--- src/rtl/mem_ctrl_if.sv ---
`default_nettype none
// ============================================================================
//  Module   : mem_ctrl_if
//  Purpose  : Request/response and external byte-bus signals of mem_ctrl.
//  Revision : 1.0  initial release
// ============================================================================

interface mem_ctrl_if;
  logic        rdy_in;
  logic        flush_in;
  logic        if_req_in;
  logic [31:0] if_addr_in;
  logic        if_done_out;
  logic [31:0] if_data_out;
  logic        ls_req_in;
  logic        ls_wr_in;
  logic [1:0]  ls_size_in;
  logic        ls_signed_in;
  logic [31:0] ls_addr_in;
  logic [31:0] ls_wdata_in;
  logic        ls_done_out;
  logic [31:0] ls_rdata_out;
  logic [7:0]  mem_din;
  logic [7:0]  mem_dout;
  logic [31:0] mem_a;
  logic        mem_wr;
  logic        io_buffer_full;

  // slave: the controller's view; master: the CPU and memory side
  modport slave (
    input  rdy_in, flush_in, if_req_in, if_addr_in,
           ls_req_in, ls_wr_in, ls_size_in, ls_signed_in, ls_addr_in, ls_wdata_in,
           mem_din, io_buffer_full,
    output if_done_out, if_data_out, ls_done_out, ls_rdata_out,
           mem_dout, mem_a, mem_wr
  );

  modport master (
    output rdy_in, flush_in, if_req_in, if_addr_in,
           ls_req_in, ls_wr_in, ls_size_in, ls_signed_in, ls_addr_in, ls_wdata_in,
           mem_din, io_buffer_full,
    input  if_done_out, if_data_out, ls_done_out, ls_rdata_out,
           mem_dout, mem_a, mem_wr
  );
endinterface

`default_nettype wire

--- src/rtl/mem_ctrl.sv ---
`default_nettype none
// ============================================================================
//  Module   : mem_ctrl
//  Purpose  : Byte-serial memory controller arbitrating fetch and load/store
//             onto an 8-bit bus with one-cycle read latency.
//  Revision : 1.0  initial release
// ============================================================================

module mem_ctrl (
  input  logic      clk_in,
  input  logic      rst_in,
  mem_ctrl_if.slave bus
);

  localparam logic [2:0] c_IDLE  = 3'd0;
  localparam logic [2:0] c_IF_RD = 3'd1;
  localparam logic [2:0] c_LS_RD = 3'd2;
  localparam logic [2:0] c_LS_WR = 3'd3;
  localparam logic [2:0] c_DONE  = 3'd4;

  logic [2:0]  r_state;
  logic [31:0] r_addr;
  logic [2:0]  r_nbytes;
  logic        r_signed;
  logic [31:0] r_wdata;
  logic [2:0]  r_acnt;     // byte index currently on the bus
  logic [2:0]  r_ccnt;     // bytes captured so far
  logic        r_pend;     // bus byte of last cycle is valid, data arrives now
  logic [31:0] r_buf;
  logic [31:0] r_mem_a;
  logic [7:0]  r_mem_dout;
  logic        r_mem_wr;
  logic        r_if_done;
  logic [31:0] r_if_data;
  logic        r_ls_done;
  logic [31:0] r_ls_rdata;

  logic        w_ls_take;
  logic        w_if_take;
  logic [2:0]  w_req_nbytes;
  logic [2:0]  w_next_c;
  logic [2:0]  w_acnt_inc;
  logic        w_bus_ok;
  logic        w_rd_last;
  logic        w_io_stall;
  logic        w_wr_go;
  logic        w_wr_last;
  logic [31:0] w_cap_buf;
  logic [31:0] w_ext;

  always_comb begin
    // a flush cancels the speculative side, so only stores may start
    w_ls_take = bus.ls_req_in && (!bus.flush_in || bus.ls_wr_in);
    w_if_take = !w_ls_take && bus.if_req_in && !bus.flush_in;

    case (bus.ls_size_in)
      2'b00:   w_req_nbytes = 3'd1;
      2'b01:   w_req_nbytes = 3'd2;
      default: w_req_nbytes = 3'd4;
    endcase

    w_next_c   = r_ccnt + {2'b00, r_pend};
    w_acnt_inc = r_acnt + 3'd1;
    // the byte on the bus only counts if it is the next one in sequence
    w_bus_ok   = (r_acnt == w_next_c) && (r_acnt < r_nbytes);
    w_rd_last  = r_pend && (w_next_c == r_nbytes);

    w_cap_buf = r_buf;
    if (r_pend) begin
      case (r_ccnt[1:0])
        2'd0:    w_cap_buf[7:0]   = bus.mem_din;
        2'd1:    w_cap_buf[15:8]  = bus.mem_din;
        2'd2:    w_cap_buf[23:16] = bus.mem_din;
        default: w_cap_buf[31:24] = bus.mem_din;
      endcase
    end

    case (r_nbytes)
      3'd1:    w_ext = {{24{r_signed & w_cap_buf[7]}},  w_cap_buf[7:0]};
      3'd2:    w_ext = {{16{r_signed & w_cap_buf[15]}}, w_cap_buf[15:0]};
      default: w_ext = w_cap_buf;
    endcase

    w_io_stall = (r_mem_a[17:16] == 2'b11) && bus.io_buffer_full;
    w_wr_go    = bus.rdy_in && !w_io_stall;
    w_wr_last  = (w_acnt_inc == r_nbytes);
  end

  always_ff @(posedge clk_in or negedge rst_in) begin
    if (!rst_in) begin
      r_state    <= c_IDLE;
      r_addr     <= 32'd0;
      r_nbytes   <= 3'd0;
      r_signed   <= 1'b0;
      r_wdata    <= 32'd0;
      r_acnt     <= 3'd0;
      r_ccnt     <= 3'd0;
      r_pend     <= 1'b0;
      r_buf      <= 32'd0;
      r_mem_a    <= 32'd0;
      r_mem_dout <= 8'd0;
      r_mem_wr   <= 1'b0;
      r_if_done  <= 1'b0;
      r_if_data  <= 32'd0;
      r_ls_done  <= 1'b0;
      r_ls_rdata <= 32'd0;
    end else begin
      case (r_state)
        c_IDLE: begin
          if (bus.rdy_in && (w_ls_take || w_if_take)) begin
            r_acnt <= 3'd0;
            r_ccnt <= 3'd0;
            r_pend <= 1'b0;
            if (w_ls_take) begin
              r_addr   <= bus.ls_addr_in;
              r_nbytes <= w_req_nbytes;
              r_signed <= bus.ls_signed_in;
              r_mem_a  <= bus.ls_addr_in;
              if (bus.ls_wr_in) begin
                r_state    <= c_LS_WR;
                r_mem_wr   <= 1'b1;
                r_mem_dout <= bus.ls_wdata_in[7:0];
                r_wdata    <= bus.ls_wdata_in >> 8;
              end else begin
                r_state <= c_LS_RD;
              end
            end else begin
              r_addr   <= bus.if_addr_in;
              r_nbytes <= 3'd4;
              r_signed <= 1'b0;
              r_mem_a  <= bus.if_addr_in;
              r_state  <= c_IF_RD;
            end
          end
        end

        c_IF_RD, c_LS_RD: begin
          if (bus.flush_in) begin
            r_state <= c_IDLE;
            r_mem_a <= 32'd0;
            r_pend  <= 1'b0;
          end else if (!bus.rdy_in) begin
            // data of the byte in flight is lost; it is re-issued on resume
            r_pend <= 1'b0;
          end else if (w_rd_last) begin
            r_state <= c_DONE;
            r_mem_a <= 32'd0;
            r_pend  <= 1'b0;
            r_buf   <= w_cap_buf;
            if (r_state == c_IF_RD) begin
              r_if_done <= 1'b1;
              r_if_data <= w_cap_buf;
            end else begin
              r_ls_done  <= 1'b1;
              r_ls_rdata <= w_ext;
            end
          end else begin
            r_buf  <= w_cap_buf;
            r_ccnt <= w_next_c;
            if (w_bus_ok) begin
              r_pend <= 1'b1;
              r_acnt <= w_acnt_inc;
              if (w_acnt_inc < r_nbytes) begin
                r_mem_a <= r_addr + {29'd0, w_acnt_inc};
              end
            end else begin
              r_pend  <= 1'b0;
              r_acnt  <= w_next_c;
              r_mem_a <= r_addr + {29'd0, w_next_c};
            end
          end
        end

        c_LS_WR: begin
          if (w_wr_go) begin
            if (w_wr_last) begin
              r_state    <= c_DONE;
              r_mem_wr   <= 1'b0;
              r_mem_a    <= 32'd0;
              r_mem_dout <= 8'd0;
              r_ls_done  <= 1'b1;
              r_ls_rdata <= 32'd0;
            end else begin
              r_acnt     <= w_acnt_inc;
              r_mem_a    <= r_mem_a + 32'd1;
              r_mem_dout <= r_wdata[7:0];
              r_wdata    <= r_wdata >> 8;
            end
          end
        end

        c_DONE: begin
          if (bus.rdy_in) begin
            r_state   <= c_IDLE;
            r_if_done <= 1'b0;
            r_ls_done <= 1'b0;
          end
        end

        default: r_state <= c_IDLE;
      endcase
    end
  end

  // pause and a full UART buffer must gate the strobe in the same cycle
  assign bus.mem_wr       = r_mem_wr && bus.rdy_in && !w_io_stall;
  assign bus.mem_a        = r_mem_a;
  assign bus.mem_dout     = r_mem_dout;
  assign bus.if_done_out  = r_if_done;
  assign bus.if_data_out  = r_if_data;
  assign bus.ls_done_out  = r_ls_done;
  assign bus.ls_rdata_out = r_ls_rdata;

endmodule

`default_nettype wire

--- src/flat_wrapper.sv ---
// flat-port wrapper written by rule: the top's interface ports become plain ports
module mem_ctrl_flat 
  (clk_in, rst_in, bus_rdy_in, bus_flush_in, bus_if_req_in, bus_if_addr_in, bus_ls_req_in, bus_ls_wr_in, bus_ls_size_in, bus_ls_signed_in, bus_ls_addr_in, bus_ls_wdata_in, bus_mem_din, bus_io_buffer_full, bus_if_done_out, bus_if_data_out, bus_ls_done_out, bus_ls_rdata_out, bus_mem_dout, bus_mem_a, bus_mem_wr);
  mem_ctrl_if bus_i ();
  input  logic clk_in;
  input  logic rst_in;
  input wire logic [$bits(bus_i.rdy_in)-1:0] bus_rdy_in;
  input wire logic [$bits(bus_i.flush_in)-1:0] bus_flush_in;
  input wire logic [$bits(bus_i.if_req_in)-1:0] bus_if_req_in;
  input wire logic [$bits(bus_i.if_addr_in)-1:0] bus_if_addr_in;
  input wire logic [$bits(bus_i.ls_req_in)-1:0] bus_ls_req_in;
  input wire logic [$bits(bus_i.ls_wr_in)-1:0] bus_ls_wr_in;
  input wire logic [$bits(bus_i.ls_size_in)-1:0] bus_ls_size_in;
  input wire logic [$bits(bus_i.ls_signed_in)-1:0] bus_ls_signed_in;
  input wire logic [$bits(bus_i.ls_addr_in)-1:0] bus_ls_addr_in;
  input wire logic [$bits(bus_i.ls_wdata_in)-1:0] bus_ls_wdata_in;
  input wire logic [$bits(bus_i.mem_din)-1:0] bus_mem_din;
  input wire logic [$bits(bus_i.io_buffer_full)-1:0] bus_io_buffer_full;
  output wire logic [$bits(bus_i.if_done_out)-1:0] bus_if_done_out;
  output wire logic [$bits(bus_i.if_data_out)-1:0] bus_if_data_out;
  output wire logic [$bits(bus_i.ls_done_out)-1:0] bus_ls_done_out;
  output wire logic [$bits(bus_i.ls_rdata_out)-1:0] bus_ls_rdata_out;
  output wire logic [$bits(bus_i.mem_dout)-1:0] bus_mem_dout;
  output wire logic [$bits(bus_i.mem_a)-1:0] bus_mem_a;
  output wire logic [$bits(bus_i.mem_wr)-1:0] bus_mem_wr;
  assign bus_i.rdy_in = bus_rdy_in;
  assign bus_i.flush_in = bus_flush_in;
  assign bus_i.if_req_in = bus_if_req_in;
  assign bus_i.if_addr_in = bus_if_addr_in;
  assign bus_i.ls_req_in = bus_ls_req_in;
  assign bus_i.ls_wr_in = bus_ls_wr_in;
  assign bus_i.ls_size_in = bus_ls_size_in;
  assign bus_i.ls_signed_in = bus_ls_signed_in;
  assign bus_i.ls_addr_in = bus_ls_addr_in;
  assign bus_i.ls_wdata_in = bus_ls_wdata_in;
  assign bus_i.mem_din = bus_mem_din;
  assign bus_i.io_buffer_full = bus_io_buffer_full;
  assign bus_if_done_out = bus_i.if_done_out;
  assign bus_if_data_out = bus_i.if_data_out;
  assign bus_ls_done_out = bus_i.ls_done_out;
  assign bus_ls_rdata_out = bus_i.ls_rdata_out;
  assign bus_mem_dout = bus_i.mem_dout;
  assign bus_mem_a = bus_i.mem_a;
  assign bus_mem_wr = bus_i.mem_wr;
  mem_ctrl u_core (.clk_in(clk_in), .rst_in(rst_in), .bus(bus_i));
endmodule
--- config.mk ---
export PLATFORM = sky130hd
export DESIGN_NAME = mem_ctrl_flat
export DESIGN_NICKNAME = d
export VERILOG_FILES = /design/src/rtl/mem_ctrl_if.sv /design/src/rtl/mem_ctrl.sv /design/src/flat_wrapper.sv
export SDC_FILE = /design/constraint.sdc
export NUM_CORES = 1
export LEC_CHECK = 0
export CAP_MARGIN = 0
export CORE_UTILIZATION = 50
export DETAILED_ROUTE_END_ITERATION = 7
export GPL_TIMING_DRIVEN = 0
export HOLD_SLACK_MARGIN = 0.06
export PLACE_DENSITY_LB_ADDON = 0.05
export SYNTH_ARGS = -nofsm -noshare
export SYNTH_HDL_FRONTEND = slang
export SYNTH_SLANG_ARGS = --single-unit
export TNS_END_PERCENT = 100
--- constraint.sdc ---
create_clock -name clk_in -period 4.99 [get_ports clk_in]
set_input_delay 1.2475 -clock clk_in [delete_from_list [all_inputs] [get_ports clk_in]]
set_output_delay 1.2475 -clock clk_in [all_outputs]
set_load 0.01 [all_outputs]
* After elaboration in Yosys (flattened, before gate mapping)
Cells that the tools add are included.
Operators by class: add/sub/neg operators 5, $lt $le $gt $ge 2, equal/unequal tests 29, multiplexer cells 85, bitwise logic cells 3, reductions and logical operators 40
Operator list (count):
- 32-bit two-way mux | 21
- 32-bit case mux with 2 select lines | 3
- 32-bit case mux with 3 select lines | 1
- 8-bit two-way mux | 9
- 32-bit by 3-bit adder with 32-bit output | 2
- 3-bit two-way mux | 18
- 32-bit by 1-bit adder with 32-bit output, second input constant | 1
- 6-bit AND reduction | 4
- 1-bit two-way mux | 23
- 5-bit AND reduction | 4
- 8-bit case mux with 2 select lines | 1
- 2-bit inequality test, second input constant | 7
- 7-bit AND reduction | 2
- 2-bit by 1-bit inequality test with 1-bit output, second input constant | 6
- 3-bit case mux with 2 select lines | 2
- 3-bit case mux with 4 select lines | 1
- 1-bit logical AND | 10
- 3-bit by 2-bit equality test with 1-bit output, second input constant | 3
- 3-bit equality test | 3
- 3-bit case mux with 3 select lines | 1
- 8-bit AND reduction | 1
- 2-bit nonzero test | 4
- 3-bit by 1-bit equality test with 1-bit output, second input constant | 2
- 3-bit < comparator | 2
- 22 further kinds | 33
Storage, ports and cells: flip-flop bits (word level) 217, bits of input ports 115, output and inout bits 107, word-level logic and storage cells 180

* Longest topological paths before layout
Gate-level depths: netlist of the first run.
depth after elaboration 11, gate-level depth with buffers 16

* Least setup slack after synthesis of the first run
No wires, ideal clock.
path type reg-to-reg, start point register u_core.r_ccnt[0], end point register u_core.r_mem_a[30] (netlist: u_core.bus.mem_a[30]), library setup time 0.126 ns, arrival 3.495 ns, data required time 4.864 ns, slack 1.369 ns, cell stages (with the launch flop) 16, buffers on the path 1, clock period less this slack 3.621 ns, cells stage by stage dfrtp_1 -> ha_1 -> ha_1 -> xor2_1 -> nor3_1 -> nand3_1 -> o21ai_0 -> ha_1 -> fa_1 -> a21oi_1 -> or3_1 -> clkbuf_1 -> nor4b_1 -> xor2_1 -> a211oi_1 -> o21ai_1
On the way: longest elaborated chain between the ends 8
Ends and longest elaborated chain:
- start, declared | line mem_ctrl.sv:27 | logic [2:0] r_ccnt;
- start signal, assigned | line mem_ctrl.sv:159 | r_ccnt <= w_next_c;
- 3-bit by 1-bit adder with 3-bit output * | line mem_ctrl.sv:62 | w_next_c = r_ccnt + {2'b00, r_pend};
- parallel branches: the longest is 7 deep, another holds 32-bit by 3-bit adder with 32-bit output
- end signal, assigned | line mem_ctrl.sv:118 | r_mem_a <= bus.ls_addr_in;
- end signal, assigned | line mem_ctrl.sv:131 | r_mem_a <= bus.if_addr_in;
- end signal, assigned | line mem_ctrl.sv:164 | r_mem_a <= r_addr + {29'd0, w_acnt_inc};
- end, declared | line mem_ctrl.sv:30 | logic [31:0] r_mem_a;
Mark *: on every way between the ends. The select of a mux whose other input is x is not followed. A chain may end at the register's enable or synchronous reset.

* Worst setup path after layout of the first run
start point register u_core.r_ccnt[0], end point register u_core.r_mem_a[18] (netlist: u_core.bus.mem_a[18])
The elaborated chain is that of the path after synthesis.

==> results of run 1 <==
worst paths after layout:
path | to | cells after the start | slack, ps | startpoint
worst max register to register | u_core.bus.mem_a[18] | 16 | 540 | u_core.r_ccnt[0]
worst max-delay path | u_core.bus.mem_a[18] | 16 | 540 | u_core.r_ccnt[0]
worst min-delay path | u_core.bus.if_data_out[27] | 2 | 480 | u_core.bus.if_data_out[27]
worst min register to register | u_core.bus.if_data_out[27] | 2 | 480 | u_core.bus.if_data_out[27]
max in group asynchronous | u_core.r_addr[17] | 2 | 3190 | rst_in
min in group asynchronous | u_core.r_addr[13] | 1 | 720 | rst_in
through the flow:
| step | total power, mW | instances |
|---|---|---|
| after detailed placement | 6.560 | 1706 |
| after floorplan | 5.023 | 1205 |
| after global routing | 9.039 | 1746 |
| after CTS | 8.479 | 1746 |
| after global placement | 6.461 | 1705 |
| final | 8.518 | 1746 |
flip-flops by register name (all words and copies together), names as in the netlist:
name,count
u_core.r_state,3
u_core.r_acnt,3
u_core.bus.ls_done_out,1
u_core.r_nbytes,3
u_core.bus.ls_rdata_out,32
u_core.r_buf,32
u_core.r_ccnt,3
u_core.bus.mem_a,32
u_core.bus.if_done_out,1
u_core.bus.mem_dout,8
u_core.r_addr,32
u_core.r_wdata,24
u_core.r_mem_wr,1
u_core.r_pend,1
u_core.bus.if_data_out,32
u_core.r_signed,1
layout make-up:
type / count / area, sq um / area share
Tap cell: 280 / 350.3 / 0.02410
Clock buffer: 29 / 658.1 / 0.04527
Buffer: 76 / 334.1 / 0.02298
Inverter: 18 / 67.56 / 0.004648
Timing Repair Buffer: 221 / 2235 / 0.1537
Multi-Input combinational cell: 902 / 5473 / 0.3765
Sequential cell: 209 / 5230 / 0.3598
Clock inverter: 11 / 188.9 / 0.01300
layout by cell type, fill, tap and decap left out, drive strengths merged, types with 24 or more instances in the layout:
cell	count
clkdlybuf4s50	219
dfrtp	209
nand2	193
o21ai	137
nor2	85
clkbuf	83
a21oi	73
mux2i	65
a22o	34
nand3	30
xnor2	24
buf	24
critical path, stage by stage (launching register included):
cell and delay (ps):
dfrtp_1 430, ha_1 210, ha_1 260, xnor2_1 350
xnor2_1 190, nand3_1 310, nand2_1 150, o21ai_0 100
ha_1 250, fa_1 420, a21oi_1 240, or3_1 220
clkbuf_1 450, nor3_1 120, xnor2_1 230, o221ai_1 170
a22o_1 240
routing by layer:
| layer | track usage | vias to the layer above | part of all wire |
|---|---|---|---|
| li1 | - | 4848 | - |
| met2 | 0.4876 | 489 | 0.45 |
| met4 | 0.08950 | 0 | 0.025 |
| met3 | 0.03223 | 66 | 0.077 |
| met5 | 0 | - | 0 |
| met1 | 0.4455 | 5147 | 0.44 |
synth_stat cells (6+ instances only):
| master | number |
|---|---|
| inv_1 | 18 |
| a22o_1 | 34 |
| a211oi_1 | 11 |
| nand4_1 | 15 |
| nor4_1 | 11 |
| and3_1 | 6 |
| a21o_1 | 12 |
| nand2_1 | 193 |
| o22ai_1 | 8 |
| or4_1 | 6 |
| o21ai_1 | 7 |
| and2_1 | 6 |
| mux2i_1 | 65 |
| a22oi_1 | 10 |
| dfrtp_1 | 209 |
| o211ai_1 | 7 |
| o32ai_1 | 9 |
| nand3b_1 | 7 |
| nor3_1 | 18 |
| ha_1 | 13 |
| a31oi_1 | 22 |
| mux2_2 | 10 |
| o31ai_1 | 14 |
| o21ai_0 | 129 |
| a21oi_1 | 73 |
| nand3_1 | 29 |
| xor2_1 | 20 |
| nor2_1 | 85 |
| clkbuf_1 | 52 |
| nor2b_1 | 7 |
| buf_2 | 18 |
| and4_1 | 8 |
| xnor2_1 | 24 |
cells by family (layout without fill, tap and decap cells):
family / count (synthesis) / after routing / synth area share
compound gates: 360 / 360 / 0.2018
xor+xnor: 45 / 45 / 0.03673
fa+ha+maj: 14 / 14 / 0.01645
buf+inv: 94 / 355 / 0.03617
flops: 209 / 209 / 0.4710
mux: 75 / 75 / 0.06873
simple gates: 408 / 408 / 0.1691
report_power, final:
part | internal (mW) | switching [mW] | total [mW]
Sequential | 2.33 | 0.619 | 2.94
Clock | 1.19 | 0.709 | 1.90
Combinational | 1.58 | 2.10 | 3.68
Total | 5.09 | 3.43 | 8.52
==> results.json, run 1 <==
{
  "outcome": "finished, final reports clean",
  "fin_area_sq_mm": 0.01454,
  "fp.dieH_um": 151.0,
  "dieArea_sq_mm": 0.02281,
  "cts_buffers": 23,
  "rows": 54,
  "drtIter0Drc": 923,
  "critPathLaunchType": "flip-flop",
  "cp.required_ps": 5390,
  "cts_tree": "built",
  "route.detailed.drc": 0,
  "fmax_ghz": 0.2246,
  "whs_ps": 483.4,
  "setup_tns_ps": 0,
  "die-width_um": 151.0,
  "worstSkewPairLatency_ps": 510,
  "p_leak_nw": 6.303,
  "critPathCaptureType": "flip-flop",
  "worstSetupPathType": "flip-flop to flip-flop",
  "grt-ovfl-total": 0,
  "arrival_ps": 4850,
  "min-delay-path-class": "flip-flop to flip-flop",
  "drtPass1Iterations": 7,
  "grt_pass1_vias": 9935,
  "rsz0062_at_grt": "no",
  "cts.sinks": 209,
  "viasPerCell": 6.042,
  "cts_resized": 0,
  "irDropWorstVdd_mv": 0.3304,
  "syn_nets": 1334,
  "core_sq_mm": 0.02182,
  "ys_top_cells_by_area": "dfrtp_1 (47%), nand2_1 (6.5%), mux2i_1 (5.9%), o21ai_0 (5.8%), a21oi_1 (3.3%)",
  "diodes": 0,
  "synth_cell_types": 69,
  "ant_nets": 0,
  "slew_headroom": 0.2653,
  "grt_pass1_wl_um": 54170,
  "io_pins": 222,
  "finalWorstSetupSlack_ps": 538.1,
  "port_buffers": 220,
  "dr_total_vias": 10550,
  "synth_flop_cell": "dfrtp_1",
  "antenna_found_initial": 0,
  "preCtsSetupSlack_ps": 659.9,
  "gp_congestion": 0.9239,
  "yosysSeqAreaShare": 0.4710,
  "nNetsFinal": 1580,
  "ys_async_sr_fraction": 1.000,
  "powerDensity_mw_per_mm2": 586.0,
  "wl_per_cell_um": 19.83,
  "clockBufferDepth": 3,
  "finalClockSkew_ps": 9.493,
  "period_needed_ps": 4452,
  "yosys_warnings": 0,
  "num-fill-cells": 1857,
  "synth.avg_cell_area_sq_um": 9.215,
  "synth_seq_cells": 209,
  "final_util": 0.6661,
  "setup_violations": 0,
  "synth.largest_area_cell": "dfrtp_1",
  "place_area_sq_mm": 0.01369,
  "maxCapViolations": 0,
  "worst_pin_slew_ps": 1098,
  "path_clk_slew_ps": 60,
  "clock-root-buffer": "clkbuf_16",
  "netlist_area_sq_mm": 0.01110,
  "hold_buffers": 0,
  "start_util": 0.5088,
  "final_hold_viol_count": 0,
  "routed_wl_um": 34620,
  "synth_cells": 1205,
  "grt.total_usage": 0.3077,
  "synth_edf_count": 0,
  "grt_max_degree": 120,
  "h-tree-depth": 1,
  "syn2layout_area_growth_pct": 30.91,
  "slew_violations": 0,
  "netlist.area_leader.share": 0.4710,
  "dpl.hpwl_um": 25120,
  "period_share": 0.8922,
  "cts_setup_buffers": 0,
  "drive_gt1_frac": 0.05866,
  "path_max_fanout": 10
}
(Power assumes the default switching activity.)
==> run 2: changes to the inputs <==
--- a/config.mk
+++ b/config.mk
@@ -6,7 +6,7 @@
 export NUM_CORES = 1
 export LEC_CHECK = 0
 export CAP_MARGIN = 0
-export CORE_UTILIZATION = 50
+export CORE_UTILIZATION = 52
 export DETAILED_ROUTE_END_ITERATION = 7
 export GPL_TIMING_DRIVEN = 0
 export HOLD_SLACK_MARGIN = 0.06
==> run 2 against run 1 <==
  * Sequential share of layout area up 0.22 points
  * Critical path depth unchanged
  * Clock-buffer cell count grew 4
==> results.json, run 2 (same netlist as run 1, synthesis figures left out) <==
{
  "layout_commonest_cell": "clkdlybuf4s50_1",
  "worstSetupPathType": "flip-flop to flip-flop",
  "grt-ovfl-total": 0,
  "start_util": 0.5299,
  "path_max_fanout": 10,
  "nNetsFinal": 1581,
  "crit_slowest_cell": "clkbuf_1",
  "cts_setup_buffers": 0,
  "critPathCaptureType": "flip-flop",
  "h-tree-depth": 1,
  "layout_common_cells": "clkdlybuf4s50_1 (219), dfrtp_1 (209), nand2_1 (193)",
  "clock-root-buffer": "clkbuf_16",
  "drtPass1Iterations": 5,
  "final_hold_viol_count": 0,
  "rows": 53,
  "slew_violations": 0,
  "rsz0062_at_grt": "no",
  "diodes": 0,
  "powerDensity_mw_per_mm2": 575.2,
  "grt_pass1_wl_um": 54120,
  "maxCapViolations": 0,
  "cts_resized": 0,
  "fp.dieH_um": 148.1,
  "stdcell_count": 1741,
  "min-delay-path-class": "flip-flop to flip-flop",
  "slowest_delay_ps": 480,
  "wl_per_cell_um": 19.76,
  "setup_violations": 0,
  "viasPerCell": 5.983,
  "finalClockSkew_ps": 9.502,
  "clockBufferDepth": 3,
  "dieArea_sq_mm": 0.02194,
  "grt.total_usage": 0.3173,
  "cp.required_ps": 5380,
  "fmax_ghz": 0.2232,
  "final_util": 0.6895,
  "port_buffers": 220,
  "dpl.hpwl_um": 25060,
  "worst_pin_slew_ps": 1107,
  "irDropWorstVdd_mv": 0.3191,
  "drive_gt1_frac": 0.05457,
  "grt_pass1_vias": 9907,
  "hold_buffers": 0,
  "cts.sinks": 209,
  "io_pins": 222,
  "syn2layout_area_growth_pct": 30.11,
  "outcome": "finished, final reports clean",
  "dp.cells": 1702,
  "cts_buffers": 23,
  "dr_total_vias": 10417,
  "gp_congestion": 0.9417,
  "cp_cell_sequence": "ha_1 > ha_1 > xnor2_1 > xnor2_1 > nand3_1 > nand2_1 > o21ai_0 > ha_1 > fa_1 > a21oi_1 > or3_1 > clkbuf_1 > nor3_1 > xnor2_1 > o221ai_1 > a22o_1",
  "arrival_ps": 4870,
  "period_share": 0.8978,
  "worstSkewPairLatency_ps": 510,
  "ant_nets": 0,
  "period_needed_ps": 4480,
  "p_leak_nw": 6.266,
  "critPathLaunchType": "flip-flop",
  "route.detailed.drc": 0,
  "die-width_um": 148.1,
  "drtIter0Drc": 849,
  "grt_max_degree": 80,
  "routed_wl_um": 34400,
  "core_sq_mm": 0.02096,
  "cts_tree": "built",
  "antenna_found_initial": 0,
  "path_clk_slew_ps": 60,
  "slew_headroom": 0.2595
}
==> run 2: cell count changes in the layout (fill, tap and decap cells not counted) <==
cell / delta
bufinv_16: -3
buf_16: +1
clkbuf_8: -2
clkinvlp_4: -2
clkbuf_1: +6
==> run 2: where the power goes <==
| group | switching [mW] | internal (mW) | total (mW) |
|---|---|---|---|
| sequential | 0.606 | 2.33 | 2.93 |
| combinational | 2.10 | 1.58 | 3.68 |
| clock | 0.686 | 1.01 | 1.69 |
==> run 2: stage by stage <==
step           hold WS (ps)  total power, mW  cell area, sq um   TNS, ps  setup WS [ps]
6_report              479.0            8.311             14450         0          510.2
3_5_place_dp          468.5            6.564             13710         0          620.4
4_1_cts               480.5            8.266             14450         0          577.3
5_1_grt               505.6            8.831             14450         0          268.2
3_3_place_gp          463.2            6.460             13650  -1298710          -6239
2_1_floorplan         453.8            5.023             11100         0           1369
==> run 2: worst paths after layout <==
| path | startpoint | endpoint | slack, ps | cells after the start |
|---|---|---|---|---|
| min reg2reg | u_core.bus.if_data_out[23] | u_core.bus.if_data_out[23] | 480 | 2 |
| min | u_core.bus.if_data_out[23] | u_core.bus.if_data_out[23] | 480 | 2 |
| max in group asynchronous | rst_in | u_core.bus.ls_rdata_out[5] | 3590 | 2 |
| max reg2reg | u_core.r_ccnt[0] | u_core.bus.mem_a[18] | 510 | 16 |
| max | u_core.r_ccnt[0] | u_core.bus.mem_a[18] | 510 | 16 |
| min in group asynchronous | rst_in | u_core.r_addr[12] | 650 | 1 |
==> run 2: worst max-delay path: cells and delay by family (launching register included) <==
family | cells | cell delay, ps
and+or+nand+nor | 4 | 770
xor gates and xnor gates | 3 | 800
buffers and inverters | 1 | 480
adders and majority gates | 4 | 1140
AOI/OAI and AO/OA | 4 | 710
DFF | 1 | 440
==> run 2: metal layers <==
metal,global-route usage,up-vias,part of all wire
met4,0.08557,0,0.023
met3,0.04387,62,0.084
met5,0,-,0
li1,-,4843,-
met1,0.4599,5018,0.44
met2,0.5002,494,0.46
==> run 2: cell type report <==
| class | count | area (sq um) |
|---|---|---|
| flip-flops and latches | 209 | 5230 |
| multi-input cells | 902 | 5473 |
| repair buffers | 222 | 2262 |
| inverters | 18 | 67.56 |
| clock buffers | 33 | 653.1 |
| clock inverters | 6 | 83.83 |
| well taps | 275 | 344.1 |
| fillers | 1765 | 6507 |
| plain buffers | 76 | 334.1 |
